### config.mk
export PLATFORM = sky130hd
export DESIGN_NAME = target_power_sequencer_flat
export DESIGN_NICKNAME = d
export VERILOG_FILES = /design/src/rtl/target_power_sequencer_if.sv /design/src/rtl/target_power_sequencer.sv /design/src/flat_wrapper.sv
export SDC_FILE = /design/constraint.sdc
export NUM_CORES = 1
export LEC_CHECK = 0
export CAP_MARGIN = 20
export CORE_ASPECT_RATIO = 1.75
export CORE_MARGIN = 2
export CORE_UTILIZATION = 35
export CTS_CLUSTER_SIZE = 40
export DETAILED_ROUTE_END_ITERATION = 12
export PLACE_DENSITY = 0.57
export SLEW_MARGIN = 40
export SYNTH_ARGS = -nofsm -noshare
export SYNTH_HDL_FRONTEND = slang
export SYNTH_SLANG_ARGS = --single-unit
### constraint.sdc
create_clock -name clk_usb -period 1.9 [get_ports clk_usb]
set_input_delay 0.19 -clock clk_usb [delete_from_list [all_inputs] [get_ports clk_usb]]
set_output_delay 0.19 -clock clk_usb [all_outputs]
set_load 0.03 [all_outputs]
### src/rtl/target_power_sequencer_if.sv
// Control and status bundle between the register block and the target power sequencer.
interface target_power_sequencer_if;
  logic       pwr_on_req;
  logic       fault_i;
  logic       fault_clear;
  logic       target_npower;
  logic       target_highz;
  logic [2:0] pwr_state;
  logic       fault_latched;

  modport master (
    output pwr_on_req, fault_i, fault_clear,
    input  target_npower, target_highz, pwr_state, fault_latched
  );

  modport slave (
    input  pwr_on_req, fault_i, fault_clear,
    output target_npower, target_highz, pwr_state, fault_latched
  );
endinterface

### src/rtl/target_power_sequencer.sv
// Target supply sequencer: optional PWM soft-start, IO settle hold, overcurrent latch.
// Soft-start ramp is built only when TARGET_PWR_SOFTSTART_EN is defined.
//
// state  | meaning
// OFF    | supply off, IO tri-stated, waiting for a power request
// RAMP   | soft-start: 16 duty steps, low time grows 1/16 .. 16/16 per step
// SETTLE | supply fully on, IO still tri-stated while the target settles
// ON     | supply on, IO released
// FAULT  | overcurrent latched, supply off until cleared with the fault gone
module target_power_sequencer #(
  parameter int unsigned STEP_PERIODS  = 4,
  parameter int unsigned SETTLE_CYCLES = 4096
) (
  input  logic                     clk_usb,
  input  logic                     reset_i,
  target_power_sequencer_if.slave  bus
);

`ifdef TARGET_PWR_SOFTSTART_EN
  typedef enum logic [2:0] {
    ST_OFF    = 3'd0,
    ST_RAMP   = 3'd1,
    ST_SETTLE = 3'd2,
    ST_ON     = 3'd3,
    ST_FAULT  = 3'd4
  } state_t;
`else
  typedef enum logic [2:0] {
    ST_OFF    = 3'd0,
    ST_SETTLE = 3'd2,
    ST_ON     = 3'd3,
    ST_FAULT  = 3'd4
  } state_t;
`endif

  localparam logic [15:0] SETTLE_LOAD = 16'(SETTLE_CYCLES);

  if (STEP_PERIODS < 1 || STEP_PERIODS > 255 ||
      SETTLE_CYCLES < 1 || SETTLE_CYCLES > 65535) begin : g_param_out_of_range
  end

  state_t      state;
  logic        npower;
  logic        highz;
  logic        latched;
  logic        sync1;
  logic        flt;
  logic [15:0] settle_cnt;
  logic        active;

  always_comb begin
    active = 1'b0;
    case (state)
`ifdef TARGET_PWR_SOFTSTART_EN
      ST_RAMP,
`endif
      ST_SETTLE, ST_ON: active = 1'b1;
      default:          active = 1'b0;
    endcase
  end

`ifdef TARGET_PWR_SOFTSTART_EN
  localparam logic [7:0] STEP_M1 = 8'(STEP_PERIODS - 1);

  logic [3:0] pwm_pos;
  logic [3:0] step;
  logic [7:0] period_left;
  logic       pos_wrap;
  logic       step_done;
  logic       ramp_done;
  logic [3:0] nxt_pos;
  logic [3:0] nxt_step;
  logic [7:0] nxt_period;
  logic       nxt_low;

  // Position of the next RAMP cycle; the drive is registered one cycle ahead.
  always_comb begin
    pos_wrap   = (pwm_pos == 4'd15);
    step_done  = pos_wrap && (period_left == 8'd0);
    ramp_done  = step_done && (step == 4'd15);
    nxt_pos    = pwm_pos + 4'd1;
    nxt_step   = step_done ? step + 4'd1 : step;
    nxt_period = period_left;
    if (pos_wrap) nxt_period = (period_left == 8'd0) ? STEP_M1 : period_left - 8'd1;
    nxt_low    = (nxt_pos <= nxt_step);
  end
`endif

  always_ff @(posedge clk_usb or posedge reset_i) begin
    if (reset_i) begin
      state      <= ST_OFF;
      npower     <= 1'b1;
      highz      <= 1'b1;
      latched    <= 1'b0;
      sync1      <= 1'b0;
      flt        <= 1'b0;
      settle_cnt <= 16'd0;
`ifdef TARGET_PWR_SOFTSTART_EN
      pwm_pos     <= 4'd0;
      step        <= 4'd0;
      period_left <= 8'd0;
`endif
    end else begin
      sync1 <= bus.fault_i;
      flt   <= sync1;
      if (active && flt) begin
        state      <= ST_FAULT;
        npower     <= 1'b1;
        highz      <= 1'b1;
        latched    <= 1'b1;
        settle_cnt <= 16'd0;
`ifdef TARGET_PWR_SOFTSTART_EN
        pwm_pos     <= 4'd0;
        step        <= 4'd0;
        period_left <= 8'd0;
`endif
      end else if ((active && !bus.pwr_on_req) ||
                   (state == ST_FAULT && bus.fault_clear && !flt)) begin
        state      <= ST_OFF;
        npower     <= 1'b1;
        highz      <= 1'b1;
        latched    <= 1'b0;
        settle_cnt <= 16'd0;
`ifdef TARGET_PWR_SOFTSTART_EN
        pwm_pos     <= 4'd0;
        step        <= 4'd0;
        period_left <= 8'd0;
`endif
      end else begin
        case (state)
          ST_OFF: begin
            if (bus.pwr_on_req && !flt) begin
              npower <= 1'b0;
`ifdef TARGET_PWR_SOFTSTART_EN
              state       <= ST_RAMP;
              pwm_pos     <= 4'd0;
              step        <= 4'd0;
              period_left <= STEP_M1;
`else
              state      <= ST_SETTLE;
              settle_cnt <= SETTLE_LOAD;
`endif
            end
          end
`ifdef TARGET_PWR_SOFTSTART_EN
          ST_RAMP: begin
            if (ramp_done) begin
              state       <= ST_SETTLE;
              npower      <= 1'b0;
              settle_cnt  <= SETTLE_LOAD;
              pwm_pos     <= 4'd0;
              step        <= 4'd0;
              period_left <= 8'd0;
            end else begin
              pwm_pos     <= nxt_pos;
              step        <= nxt_step;
              period_left <= nxt_period;
              npower      <= !nxt_low;
            end
          end
`endif
          ST_SETTLE: begin
            if (settle_cnt == 16'd1) begin
              state      <= ST_ON;
              highz      <= 1'b0;
              settle_cnt <= 16'd0;
            end else begin
              settle_cnt <= settle_cnt - 16'd1;
            end
          end
          ST_ON:    state <= ST_ON;
          ST_FAULT: state <= ST_FAULT;
          default: begin
            // Unused codes (and RAMP when soft-start is not built) fall back to OFF.
            state      <= ST_OFF;
            npower     <= 1'b1;
            highz      <= 1'b1;
            latched    <= 1'b0;
            settle_cnt <= 16'd0;
          end
        endcase
      end
    end
  end

  assign bus.target_npower = npower;
  assign bus.target_highz  = highz;
  assign bus.pwr_state     = state;
  assign bus.fault_latched = latched;

endmodule
### src/flat_wrapper.sv
// flat-port wrapper written by rule: the top's interface ports become plain ports
module target_power_sequencer_flat 
#(
  parameter int unsigned STEP_PERIODS  = 4,
  parameter int unsigned SETTLE_CYCLES = 4096
)
  (clk_usb, reset_i, bus_pwr_on_req, bus_fault_i, bus_fault_clear, bus_target_npower, bus_target_highz, bus_pwr_state, bus_fault_latched);
  target_power_sequencer_if bus_i ();
  input  logic clk_usb;
  input  logic reset_i;
  input wire logic [$bits(bus_i.pwr_on_req)-1:0] bus_pwr_on_req;
  input wire logic [$bits(bus_i.fault_i)-1:0] bus_fault_i;
  input wire logic [$bits(bus_i.fault_clear)-1:0] bus_fault_clear;
  output wire logic [$bits(bus_i.target_npower)-1:0] bus_target_npower;
  output wire logic [$bits(bus_i.target_highz)-1:0] bus_target_highz;
  output wire logic [$bits(bus_i.pwr_state)-1:0] bus_pwr_state;
  output wire logic [$bits(bus_i.fault_latched)-1:0] bus_fault_latched;
  assign bus_i.pwr_on_req = bus_pwr_on_req;
  assign bus_i.fault_i = bus_fault_i;
  assign bus_i.fault_clear = bus_fault_clear;
  assign bus_target_npower = bus_i.target_npower;
  assign bus_target_highz = bus_i.target_highz;
  assign bus_pwr_state = bus_i.pwr_state;
  assign bus_fault_latched = bus_i.fault_latched;
  target_power_sequencer #(.STEP_PERIODS(STEP_PERIODS), .SETTLE_CYCLES(SETTLE_CYCLES)) u_core (.clk_usb(clk_usb), .reset_i(reset_i), .bus(bus_i));
endmodule
**Word level (Yosys, flattened, before mapping)**

Index checks and enable logic that the tools add are counted.

- Equality and inequality tests: 10
- Mux-type cells: 22
- Reduce and logical (&&, ||, !) cells: 18
- Add/subtract/negate cells: 1

Operators with widths:

| cell | count |
|---|---|
| $mux 16 | 4 |
| $pmux 16 s3 | 1 |
| $eq 16x1->1 const B | 1 |
| $sub 16x1->16 const B | 1 |
| $mux 3 | 4 |
| $ne 3x1->1 const B | 4 |
| $pmux 3 s4 | 1 |
| $mux 1 | 10 |
| $ne 4x1->1 const B | 2 |
| $reduce_and 2->1 | 4 |
| $eq 3x2->1 const B | 2 |
| $reduce_or 3->1 | 2 |
| $logic_and 1x1->1 | 5 |
| $pmux 1 s2 | 2 |
| $reduce_or 2->1 | 2 |
| $reduce_or 4->1 | 1 |
| $eq 3x3->1 const B | 1 |
| $logic_not 3->1 | 1 |
| $logic_not 1->1 | 2 |
| $logic_or 1x1->1 | 1 |

- Output and inout bits: 6
- Bits of input ports: 5
- Flip-flop bits (word level): 24

**Longest topological paths before layout**

- Depth in word-level cells: 7
- Mapped depth: 8

**Least setup slack after synthesis**

OpenSTA, ideal clock, no wires.

- Path type: register to register
- From: register u_core.settle_cnt[2]
- To: register u_core.settle_cnt[15]
- Path buffers: 0
- Data arrival time: 1789 ps
- Cell stages (with the launch flop): 6
- Setup slack: 28 ps
- Data required time: 1817 ps
- Cell sequence: dfrtp_1 -> nor4_4 -> nand4_2 -> or4_1 -> or3_1 -> o21ai_0

- Word-level cells in the longest chain between the ends: 5
- Elaborated cells on any way between the ends: 6
- Those cells by class: add/sub: 1; eq/ne: 1; mux: 4

RTL lines:

| item | line | source |
|---|---|---|
| from (decl) | target_power_sequencer.sv:48 | `logic [15:0] settle_cnt;` |
| from (signal assigned) | target_power_sequencer.sv:168 | `settle_cnt <= settle_cnt - 16'd1;` |
| $sub 16x1->16 / $eq 16x1->1 (equally long branches) | target_power_sequencer.sv:168, target_power_sequencer.sv:163 |  |
| $mux 16 (*) | target_power_sequencer.sv:163 | `if (settle_cnt == 16'd1) begin` |
| $pmux 16 s3 (*) | target_power_sequencer.sv:130 | `case (state)` |
| $mux 16 (*) | target_power_sequencer.sv:117 | `end else if ((active && !bus.pwr_on_req) \|\|` |
| $mux 16 (*) | target_power_sequencer.sv:106 | `if (active && flt) begin` |

Every way passes the cells marked *; elsewhere a longest branch is shown, timed or not.
A chain may end at the register's enable or synchronous reset.

**Worst setup path in the final report**

- From: register u_core.settle_cnt[1]
- To: register u_core.settle_cnt[3]

The elaborated chain is that of the path after synthesis.

==> impl.org <==
** Routing
- Detailed-routing iteration count for the pre-antenna-repair pass :: 5
- For this run, design rule violations remaining after detail routing come to 0.
- The detail route stage leaves a number of antenna-violating nets equal to 0.
- After detailed routing, the average wire length per cell comes to 13.8 um.
- Dividing the detail-routed via count by the number of cells gives 5.31.
- Across all layers, the routed design uses 1132 vias.
- For this block, the routed nets add up to 2930 um of wire.
- Iteration-0 DRC Markers :: 21

** Global routing
- Global-route wire length before repair :: 5130 um
- Via count of the first global-routing pass :: around 1100
- In the global route stage, overall resource usage came out at 0.156.
- Entering global routing, the biggest net connects 25 pins.
- Global-route congestion overflow total :: 0
- Initial antenna violation count :: 0

** Clocking
- CTS tree :: done
- The clock reaches the later pin of the worst-skew pair after between 0.2 and 0.3 ns.
- Clock transition time at the flip-flop clock pins of the worst setup and hold paths :: 0.09 ns
- For this design, the sink count on the clock tree is 24.
- The tree is rooted in a clkbuf_8.
- Buffers inserted during clock tree synthesis total 3.
- The clock passes through at most 2 buffers.
- Buffers inserted to repair hold after CTS numbered 0.
- Maximum level of the CTS H-tree :: 1

** Pwr
- The worst-case IR drop observed on VDD is 0.000401 V.
- For this design the static power due to leakage is 0.749 nW.
- Power density normalized to cell area :: between 1000 and 1500 nW/um2

** Yosys
- dfrtp_1 takes more of the synthesized area than any other cell.
- In this run the mean area of a mapped cell was 9.28 um2.
- After synthesis, the cell types taking the most area are dfrtp_1 (42%), nand2_1 (6.6%), dfstp_2 (4.0%), o21ai_0 (3.5%), nand3_1 (2.7%).
- The share of synthesized area in the top cell type comes to 0.424.
- The netlist uses 40 different library cells.
- Count of warnings emitted by yosys :: 0
- Portion of the post-synthesis area used by sequential elements :: 0.464
- Counting flops and latches in the post-synthesis netlist gives 24.
- Number of nets produced by synthesis :: ~150
- Number of cells produced by synthesis :: 140
- Cell area after technology mapping :: 1300 um2

** Place
- Pre-CTS setup slack :: between 0.1 and 0.15 ns
- Area of placed instances :: 1570 um2
- At the end of routability-driven placement, the weighted congestion stood at 0.821.
- The wire-length estimate of the detail-placed layout is between 2000 and 2500 um.
- Buffers placed on the I/O ports in this run total 10.

** Cells and area
- Post-route cell area :: 1640 um2
- Share of final-layout standard cells stronger than drive strength 1 :: 0.198
- The number of antenna diodes in the final layout is 0.
- Area growth from synthesis to layout :: 26.2%
- Counting the fill cells in the layout gives 332.
- At the end of the flow, the number of nets in the layout was between 150 and 200.

** Worst setup path
- Critical path peak fanout :: 11
- Slack of the worst reg-to-reg path :: 0.14 ns
- The critical path in this run is classified as reg -> reg.
- The worst setup path is launched from a flop.
- Required time of the critical path :: 2.08 ns
- STA classifies the critical path endpoint as a flop.
- Data arrives at the worst endpoint at 1.94 ns.

** Timing
- Setup repair after global routing missed its margin :: false
- Final Hold Violating Endpoints :: 0
- Based on the critical path, the design can be clocked at up to between 500 and 600 MHz.
- Between clock sinks in the finished design, the worst skew comes to 0.00620 ns.
- Relative max-transition margin :: 0.753
- The count of final max-slew check failures is 0.
- In the final timing run, aggregate negative setup slack is 0 ns.
- After layout, the worst setup slack is approximately 0.14 ns.
- In the finished design, the share of the clock period the worst path needs comes to 0.925.
- Slew at the pin with the worst max-slew slack :: 0.367 ns
- Final setup violating endpoints :: 0
- Minimum period implied by the final worst setup slack :: between 1.5 and 2 ns

** Die
- Top-level port count :: 11
- Die width :: 50.0 um
- The core region is 3590 um2.
- The die covers around 4200 um2.
- The initialized floorplan defines 29 standard-cell rows.
- The floorplan step set the die height to around 85 um.
- The initial utilization of the core area, before any placement, comes to 0.362.

** Flow run
- # Max-Cap Violations :: 0

** Min path
- The path class of the tightest hold or removal check is in -> async.

** Status
- Result of the run :: completed
-- metal layers --
metal / share of wire / up-vias / wire length, um / global-route usage
li1: - / 567 / - / -
met4: 0.017 / 0 / 51 / 0.0859
met2: 0.54 / 11 / 1580 / 0.274
met1: 0.42 / 549 / 1250 / 0.178
met3: 0.017 / 5 / 51 / 0.0178
met5: 0 / - / 0 / 0
-- kinds of logic (layout without fill, tap and decap cells) --
family / Yosys count / after routing / share of synthesized area
AO/OA/AOI/OAI: 32 / 32 / 0.163
XOR/XNOR: 3 / 3 / 0.0202
adder cells (fa/ha/maj): 2 / 2 / 0.0193
buffers and inverters: 9 / 36 / 0.0270
flip-flops: 24 / 24 / 0.464
AND/OR/NAND/NOR: 70 / 70 / 0.306
-- timing repair --
item                                    in CTS  in global routing
gates resized for setup                      0                  4
buffers inserted                             0                  0
endpoints found under the setup margin       0                  4
hold endpoints to repair                     0                  0
-- cell type report --
class                      count  area [um2]  share of cell area
clock buffer                   4        55.1              0.0336
inverter                       5        18.8              0.0115
multi-input combinational    107         677               0.413
sequential                    24         603               0.368
tap                           46        57.6              0.0351
timing repair buffer          27         228               0.139
-- worst paths after layout --
kind	startpoint	endpoint	cells after the start
min in group clk_usb	bus_fault_i	u_core.sync1	1
worst max-delay path	u_core.settle_cnt[1]	u_core.settle_cnt[3]	8
max in group asynchronous	reset_i	u_core.bus.target_highz	3
worst min-delay path	reset_i	u_core.sync1	3
worst max register to register	u_core.settle_cnt[1]	u_core.settle_cnt[3]	8
worst min register to register	u_core.sync1	u_core.flt	0
-- per-stage QoR --
step | instances | hold slack [ns] | util | total power, mW
floorplan | 140 | 0.203 | - | 1.06
global placement | 209 | 0.335 | 0.436 | 1.29
detailed placement | 209 | 0.360 | 0.436 | 1.30
CTS | 213 | 0.278 | 0.452 | 1.66
global route | 213 | 0.296 | 0.456 | 1.76
finish | 213 | 0.258 | 0.456 | 1.65
-- layout by cell type, fill, tap and decap left out, types with 5 or more instances in the layout --
cell type / instances
nor2_1: 5
nor3_1: 5
dfrtp_1: 22
clkdlybuf4s50_1: 10
o21ai_0: 9
nand2_1: 23
a21oi_1: 5
nand3_1: 7
nor2b_1: 5
buf_4: 17
inv_1: 5
-- Yosys cell counts --
| library cell | number |
|---|---|
| a21o_1 | 4 |
| a21oi_1 | 5 |
| a2bb2oi_1 | 1 |
| a31oi_1 | 1 |
| a32oi_1 | 1 |
| and3_1 | 1 |
| and4_2 | 1 |
| buf_2 | 1 |
| clkbuf_1 | 3 |
| dfrtp_1 | 22 |
| dfstp_2 | 2 |
| ha_1 | 2 |
| inv_1 | 5 |
| nand2_1 | 23 |
| nand2b_1 | 2 |
| nand3_1 | 7 |
| nand3b_1 | 2 |
| nand4_1 | 2 |
| nand4_2 | 1 |
| nand4b_1 | 2 |
| nor2_1 | 5 |
| nor2b_1 | 5 |
| nor3_1 | 7 |
| nor3_4 | 1 |
| nor4_1 | 2 |
| nor4_4 | 1 |
| nor4b_1 | 1 |
| o211ai_1 | 3 |
| o21ai_0 | 9 |
| o21ai_1 | 1 |
| o22ai_1 | 1 |
| o311a_2 | 1 |
| o311ai_0 | 4 |
| o31ai_1 | 1 |
| or2_2 | 1 |
| or3_1 | 4 |
| or3_2 | 1 |
| or4_1 | 1 |
| xnor2_1 | 1 |
| xor2_1 | 2 |
-- worst max-delay path: stages, from the launching register on --
cell,delay [ns]
dfrtp_1,0.40
inv_1,0.10
ha_1,0.19
nor4b_2,0.16
nand4_1,0.12
nand2_1,0.09
buf_4,0.18
or3_1,0.34
o211ai_1,0.09
-- power breakdown --
| part | switching (mW) | internal (mW) | leakage (nW) | total (mW) |
|---|---|---|---|---|
| combinational | 0.335 | 0.302 | 0.404 | 0.637 |
| sequential | 0.0750 | 0.584 | 0.316 | 0.659 |
| clock | 0.166 | 0.185 | 0.0288 | 0.351 |
-- registers in the layout, indices dropped and copies added, names as in the netlist --
register	count
u_core.bus.target_highz	1
u_core.settle_cnt	16
u_core.sync1	1
u_core.bus.pwr_state	3
u_core.bus.target_npower	1
u_core.bus.fault_latched	1
u_core.flt	1
Power figures use the tool's default switching activity.
